File: src/rtl/cpu_types_pkg.sv
// Shared CPU-wide types.
//   word_t   : 32-bit machine word
//   opcode_t : primary opcode field (instr[31:26]); only values the pipeline
//              front end cares about are named here
package cpu_types_pkg;

  typedef logic [31:0] word_t;

  typedef enum logic [5:0] {
    HALT = 6'h3F
  } opcode_t;

endpackage

File: src/rtl/pipeline_pkg.sv
// Pipeline-stage types shared by the stage registers.
//   fetch_state_t : fetch sequencer state
//   ifid_t        : IF/ID register payload (also the shape reused by ID/EX)
//   PC_STEP       : default byte increment per sequential fetch
package pipeline_pkg;
  import cpu_types_pkg::*;

  typedef enum logic {
    FETCH  = 1'b0,
    HALTED = 1'b1
  } fetch_state_t;

  typedef struct packed {
    word_t instr;
    word_t npc;
    logic  valid;
  } ifid_t;

  localparam int PC_STEP = 4;

endpackage

File: src/rtl/fetch_unit_if.sv
// I-side cache request/response bundle.
//   ihit  : cache -> fetch, iload valid this cycle
//   iload : cache -> fetch, instruction word at iaddr
//   iREN  : fetch -> cache, read enable
//   iaddr : fetch -> cache, byte address of the fetch
// master = fetch stage, slave = cache.
interface fetch_unit_if;
  import cpu_types_pkg::*;

  logic  ihit;
  word_t iload;
  logic  iREN;
  word_t iaddr;

  modport master (input ihit, input iload, output iREN, output iaddr);
  modport slave  (output ihit, output iload, input iREN, input iaddr);

endinterface

File: src/rtl/pipe_reg_ifid.sv
// IF/ID pipeline register.
//   CLK, RST : clock, synchronous active-high reset (clears everything)
//   en       : load d when high (held low by stall)
//   flush    : insert a bubble (instr=0, valid=0); wins over en
//   d, q     : ifid_t payload in/out
// A flush leaves npc untouched; it carries no meaning while valid=0.
module pipe_reg_ifid
  import pipeline_pkg::*;
(
  input  logic  CLK,
  input  logic  RST,
  input  logic  en,
  input  logic  flush,
  input  ifid_t d,
  output ifid_t q
);

  always_ff @(posedge CLK) begin
    if (RST) begin
      q <= '0;
    end else if (flush) begin
      q.instr <= '0;
      q.valid <= 1'b0;
    end else if (en) begin
      q <= d;
    end
  end

endmodule

File: src/rtl/fetch_unit.sv
// Instruction-fetch stage with PC, fetch sequencer and IF/ID register.
//   CLK, RST     : clock, synchronous active-high reset
//   ic           : I-cache bundle (master side): iREN/iaddr out, ihit/iload in
//   stall        : hazard unit, hold PC and IF/ID
//   redirect_en  : taken branch/jump from EX/MEM, squashes the fetch
//   redirect_pc  : branch/jump target (low two bits ignored)
//   ifid_instr   : registered instruction to decode
//   ifid_npc     : registered PC+PC_STEP of ifid_instr
//   ifid_valid   : ifid_instr is a real instruction
//   fetch_halted : HALT has been fetched, fetch frozen until a redirect
module fetch_unit
  import cpu_types_pkg::*;
#(
  parameter word_t PC_INIT = 32'h0000_0000,
  parameter int    PC_STEP = pipeline_pkg::PC_STEP
) (
  input  logic         CLK,
  input  logic         RST,
  fetch_unit_if.master ic,
  input  logic         stall,
  input  logic         redirect_en,
  input  word_t        redirect_pc,
  output word_t        ifid_instr,
  output word_t        ifid_npc,
  output logic         ifid_valid,
  output logic         fetch_halted
);

  pipeline_pkg::fetch_state_t state;
  word_t                      pc;
  word_t                      pc_seq;
  logic                       take_hit;
  logic                       is_halt;
  logic                       ifid_en;
  logic                       ifid_flush;
  pipeline_pkg::ifid_t        ifid_d;
  pipeline_pkg::ifid_t        ifid_q;

  assign ic.iREN  = (state == pipeline_pkg::FETCH);
  assign ic.iaddr = pc;

  // Modulo-2^32 increment; the top word wraps to zero silently.
  assign pc_seq = pc + 32'(PC_STEP);

  // A hit is only consumed when nothing of higher priority claims the cycle.
  assign take_hit = (state == pipeline_pkg::FETCH) && ic.ihit && !stall && !redirect_en;
  assign is_halt  = (ic.iload[31:26] == HALT);

  // Bubble whenever the register is not held and no hit is being taken:
  // covers redirects, miss cycles and every cycle spent halted.
  assign ifid_en    = ~stall;
  assign ifid_flush = redirect_en | (~stall & ~take_hit);
  assign ifid_d     = '{instr: ic.iload, npc: pc_seq, valid: 1'b1};

  pipe_reg_ifid u_ifid (
    .CLK   (CLK),
    .RST   (RST),
    .en    (ifid_en),
    .flush (ifid_flush),
    .d     (ifid_d),
    .q     (ifid_q)
  );

  assign ifid_instr = ifid_q.instr;
  assign ifid_npc   = ifid_q.npc;
  assign ifid_valid = ifid_q.valid;

  // state  | meaning
  // FETCH  | issuing reads at pc, advancing on each accepted hit
  // HALTED | HALT passed to decode; pc frozen until a redirect
  always_ff @(posedge CLK) begin
    if (RST) begin
      pc           <= PC_INIT;
      state        <= pipeline_pkg::FETCH;
      fetch_halted <= 1'b0;
    end else if (redirect_en) begin
      pc           <= redirect_pc & ~32'h3;
      state        <= pipeline_pkg::FETCH;
      fetch_halted <= 1'b0;
    end else if (take_hit) begin
      if (is_halt) begin
        state        <= pipeline_pkg::HALTED;
        fetch_halted <= 1'b1;
      end else begin
        pc <= pc_seq;
      end
    end
  end

endmodule

File: src/flat_wrapper.sv
// flat-port wrapper written by rule: the top's interface ports become plain ports
module fetch_unit_flat import cpu_types_pkg::*;
#(
  parameter word_t PC_INIT = 32'h0000_0000,
  parameter int    PC_STEP = pipeline_pkg::PC_STEP
)
  (CLK, RST, stall, redirect_en, redirect_pc, ifid_instr, ifid_npc, ifid_valid, fetch_halted, ic_ihit, ic_iload, ic_iREN, ic_iaddr);
  fetch_unit_if ic_i ();
  input  logic CLK;
  input  logic RST;
  input  logic stall;
  input  logic redirect_en;
  input  word_t redirect_pc;
  output word_t ifid_instr;
  output word_t ifid_npc;
  output logic ifid_valid;
  output logic fetch_halted;
  input wire logic [$bits(ic_i.ihit)-1:0] ic_ihit;
  input wire logic [$bits(ic_i.iload)-1:0] ic_iload;
  output wire logic [$bits(ic_i.iREN)-1:0] ic_iREN;
  output wire logic [$bits(ic_i.iaddr)-1:0] ic_iaddr;
  assign ic_i.ihit = ic_ihit;
  assign ic_i.iload = ic_iload;
  assign ic_iREN = ic_i.iREN;
  assign ic_iaddr = ic_i.iaddr;
  fetch_unit #(.PC_INIT(PC_INIT), .PC_STEP(PC_STEP)) u_core (.CLK(CLK), .RST(RST), .ic(ic_i), .stall(stall), .redirect_en(redirect_en), .redirect_pc(redirect_pc), .ifid_instr(ifid_instr), .ifid_npc(ifid_npc), .ifid_valid(ifid_valid), .fetch_halted(fetch_halted));
endmodule
File: config.mk
export PLATFORM = sky130hd
export DESIGN_NAME = fetch_unit_flat
export DESIGN_NICKNAME = d
export VERILOG_FILES = /design/src/rtl/cpu_types_pkg.sv /design/src/rtl/pipeline_pkg.sv /design/src/rtl/fetch_unit_if.sv /design/src/rtl/pipe_reg_ifid.sv /design/src/rtl/fetch_unit.sv /design/src/flat_wrapper.sv
export SDC_FILE = /design/constraint.sdc
export NUM_CORES = 1
export LEC_CHECK = 0
export BUFFER_PORTS_ARGS = -buffer_cell sky130_fd_sc_hd__buf_2
export CAP_MARGIN = 0
export CORE_ASPECT_RATIO = 1.1
export CORE_MARGIN = 2
export CORE_UTILIZATION = 25
export CTS_CLUSTER_DIAMETER = 60
export DETAILED_ROUTE_END_ITERATION = 7
export PLACE_DENSITY = 0.46
export SLEW_MARGIN = 20
export SYNTH_ARGS = -nofsm -noshare
export SYNTH_HDL_FRONTEND = slang
export SYNTH_SLANG_ARGS = --single-unit
File: constraint.sdc
create_clock -name CLK -period 5.1 [get_ports CLK]
set_input_delay 1.02 -clock CLK [delete_from_list [all_inputs] [get_ports CLK]]
set_output_delay 1.02 -clock CLK [all_outputs]
set_load 0.02 [all_outputs]
==> flow_summary.ini <==
[critical_path]
cp.required_ns = 5.37
crit_path_max_fanout = 59
critPathCaptureType = register
critPathLaunchType = input pin
arrival_ns = 3.48
crit_type = input pin to register

[job]
cap_violations = 0

[power]
finalPower_mw = 1.699
pwr-share-comb_pct = 14.5
intPower_mw = 1.194
p_sw_share_pct = 29.77
ir_worst_vdd_mv = 0.1581
powerDensity_nw_per_um2 = 286.7
p_leak_nw = 2.446
seqPwrFrac_pct = 47.8
clkPwrFrac_pct = 37.7
p_sw_mw = 0.5059

[global_route]
grt_pass1_vias = 4620
busiest_layer = met2
grt_use_met2_pct = 26.30
use_met3_pct = 4.218
grt_usage_pct = 16.53
use_met1_pct = 22.01
grt_pass1_wl_um = 25920
grt_overflow = 0
antenna_found_initial = 1
grt_max_degree = 60

[die]
die_y_um = 147.5
die_w_um = 134.4
dieArea_um2 = 19820
rows = 52
initial_core_util_pct = 25.49
core_region_area_um2 = 18350
pin_count = 168

[sta]
setup-tns-final_ns = 0
tightestPinTransition_ns = 1.074
finalCritPeriodShare_pct = 62.87
rsz0062_at_grt = no
final-setup-viol-count = 0
period_needed_ns = 3.206
hold_violations = 0
max_slew_margin_pct = 28.43
max_freq_ghz = 0.3119
maxSlewViolCount = 0
clock-skew-final_ns = 0.005428

[routing]
drt-total-wl_um = 16490
dr.first_iter.drc_count = 225
dr.pass1.iters = 4
vias = 4818
drc = 0
drt-wirelength-per-cell_um = 17.72
ant_nets = 0
vias_per_cell = 5.175

[logic_synthesis]
synth-seq-cells = 94
ys_top_cells_by_count = dfxtp_1, nor2_1, clkbuf_1
syn_area_per_cell_um2 = 8.488
yosysTopAreaCellShare_pct = 40.24
yosysSeqAreaShare_pct = 40.24
async_flop_share_pct = 0
synth.area.top_cells = dfxtp_1, mux2i_1, nor2_1
synth_cells = 551
yosys.cell_types.count = 56
netlist_area_um2 = 4677
yosysWarnings = 0
yosysTopAreaCell = dfxtp_1
synth_edf_count = 0
yosysMostFrequentCell = dfxtp_1
synthFlopType = dfxtp_1

[finish]
seqCellArea_um2 = 1882
multi_input_area_um2 = 2545
antenna_cells = 0
num-fill-cells = 2015
finalInstanceArea_um2 = 5928
area_growth_pct = 26.75
post_route_cells_drive_above_1_share_pct = 27.76
layout.nets = 753

[run_status]
status = finished clean

[clock_network]
clockBufferDepth = 2
cts_root_buf = clkbuf_16
cts_buffers = 9
htreeDepth = 3
cts.clk_slew.worst_paths_ns = 0.07
cts.sinks = 94
ctsHoldBuffers = 0
ctsResizeCount = 0
clock_latency_ns = 0.34
cts_tree = yes
postCtsSetupBuffers = 0

[placed_design]
post_dp_cell_area_um2 = 5660
port_buffers = 161
finalWeightedCongestion = 0.8105
hpwl_um = 11570

[hold_path]
hp-class = register to register
==> power groups by stage <==
stage | logic [mW] | registers, mW | clock network [mW]
after floorplan | 0.119 | 0.854 | 0
after global placement | 0.245 | 0.827 | 0
after detailed placement | 0.248 | 0.829 | 0
after CTS | 0.248 | 0.812 | 0.662
after global routing | 0.269 | 0.819 | 0.696
final | 0.246 | 0.813 | 0.641
==> path summary, 6_finish.rpt <==
path,from,end,slack [ns],cells after the start
setup / recovery,stall,u_core.ic.iaddr[22]$_SDFFE_PP0P_,1.89,6
hold / removal,u_core.u_ifid.q[0]$_SDFFE_PP0N_,u_core.u_ifid.q[0]$_SDFFE_PP0N_,0.45,2
setup reg to reg,u_core.ic.iaddr[2]$_SDFFE_PP0P_,u_core.ic.iaddr[22]$_SDFFE_PP0P_,2.47,5
hold reg to reg,u_core.u_ifid.q[0]$_SDFFE_PP0N_,u_core.u_ifid.q[0]$_SDFFE_PP0N_,0.45,2
==> routing by layer <==
layer  share of wire [%]  vias up
met3                 6.9       20
met4                 1.6        2
met5               0.079        -
met2                  46      185
met1                  46     2284
li1                    -     2327
==> kinds of logic (layout without fill, tap and decap cells) <==
kind of cell,count (synthesis),after routing,synth area share (%)
and+or+nand+nor,206,206,24.02
buffers and inverters,68,202,6.046
muxes,32,32,6.849
xor gates and xnor gates,14,14,2.622
DFF,94,94,40.24
other,1,4,0.08018
adders and majority gates,1,1,0.2675
AOI/OAI and AO/OA,135,135,19.88
==> layout by cell type (no fill, tap or decap), drive strengths merged, types with 2 or more instances in the layout <==
master   Yosys  routed
a2111o       2       2
a2111oi      7       7
a211o        3       3
a211oi      15      15
a21boi       2       2
a21oi       12      12
a311oi       7       7
a31oi       21      21
and2        10      10
and3         5       5
and4        13      13
buf         17     169
clkbuf      34      11
clkinv       1       4
conb         1       4
dfxtp       94      94
inv         16      17
mux2i       32      32
nand2       31      31
nand3       20      20
nand4       22      22
nor2        57      57
nor2b        2       2
nor3        12      12
nor4        10      10
o2111ai      2       2
o211ai      11      11
o21ai       32      32
o221ai       2       2
o22ai        2       2
o31a         3       3
o31ai        6       6
o32a         2       2
or3          9       9
or4         10      10
xnor2       12      12
xor2         2       2
==> metrics by stage <==
stage | setup slack (ns) | std cells | hold WS [ns] | util, %
detailed placement | 1.482 | 915 | 0.4386 | 30.85
floorplan | 2.543 | 554 | 0.5222 | -
global route | 1.730 | 931 | 0.4685 | 32.31
global placement | 1.509 | 915 | 0.4315 | 30.85
finish | 1.894 | 931 | 0.4523 | 32.31
CTS | 1.873 | 931 | 0.4527 | 32.31
==> critical path, stage by stage <==
cell	delay, ns
buf_2	0.43
nor4b_4	0.39
buf_4	0.51
o21ai_1	0.40
or4_1	0.58
a31oi_1	0.13
==> registers in the layout, summed over array words and instances (netlist names) <==
register / flops
u_core.fetch_halted: 1
u_core.ic.iaddr: 30
u_core.u_ifid.q: 63
==> layout make-up <==
class	instances	area share (%)
clock buffers	11	3.926
multi-input cells	392	42.93
flip-flops and latches	94	31.74
inverters	17	1.076
repair buffers	169	14.61
well taps	243	5.129
clock inverters	5	0.5910
Note: power is estimated with default switching activity, not from simulation.
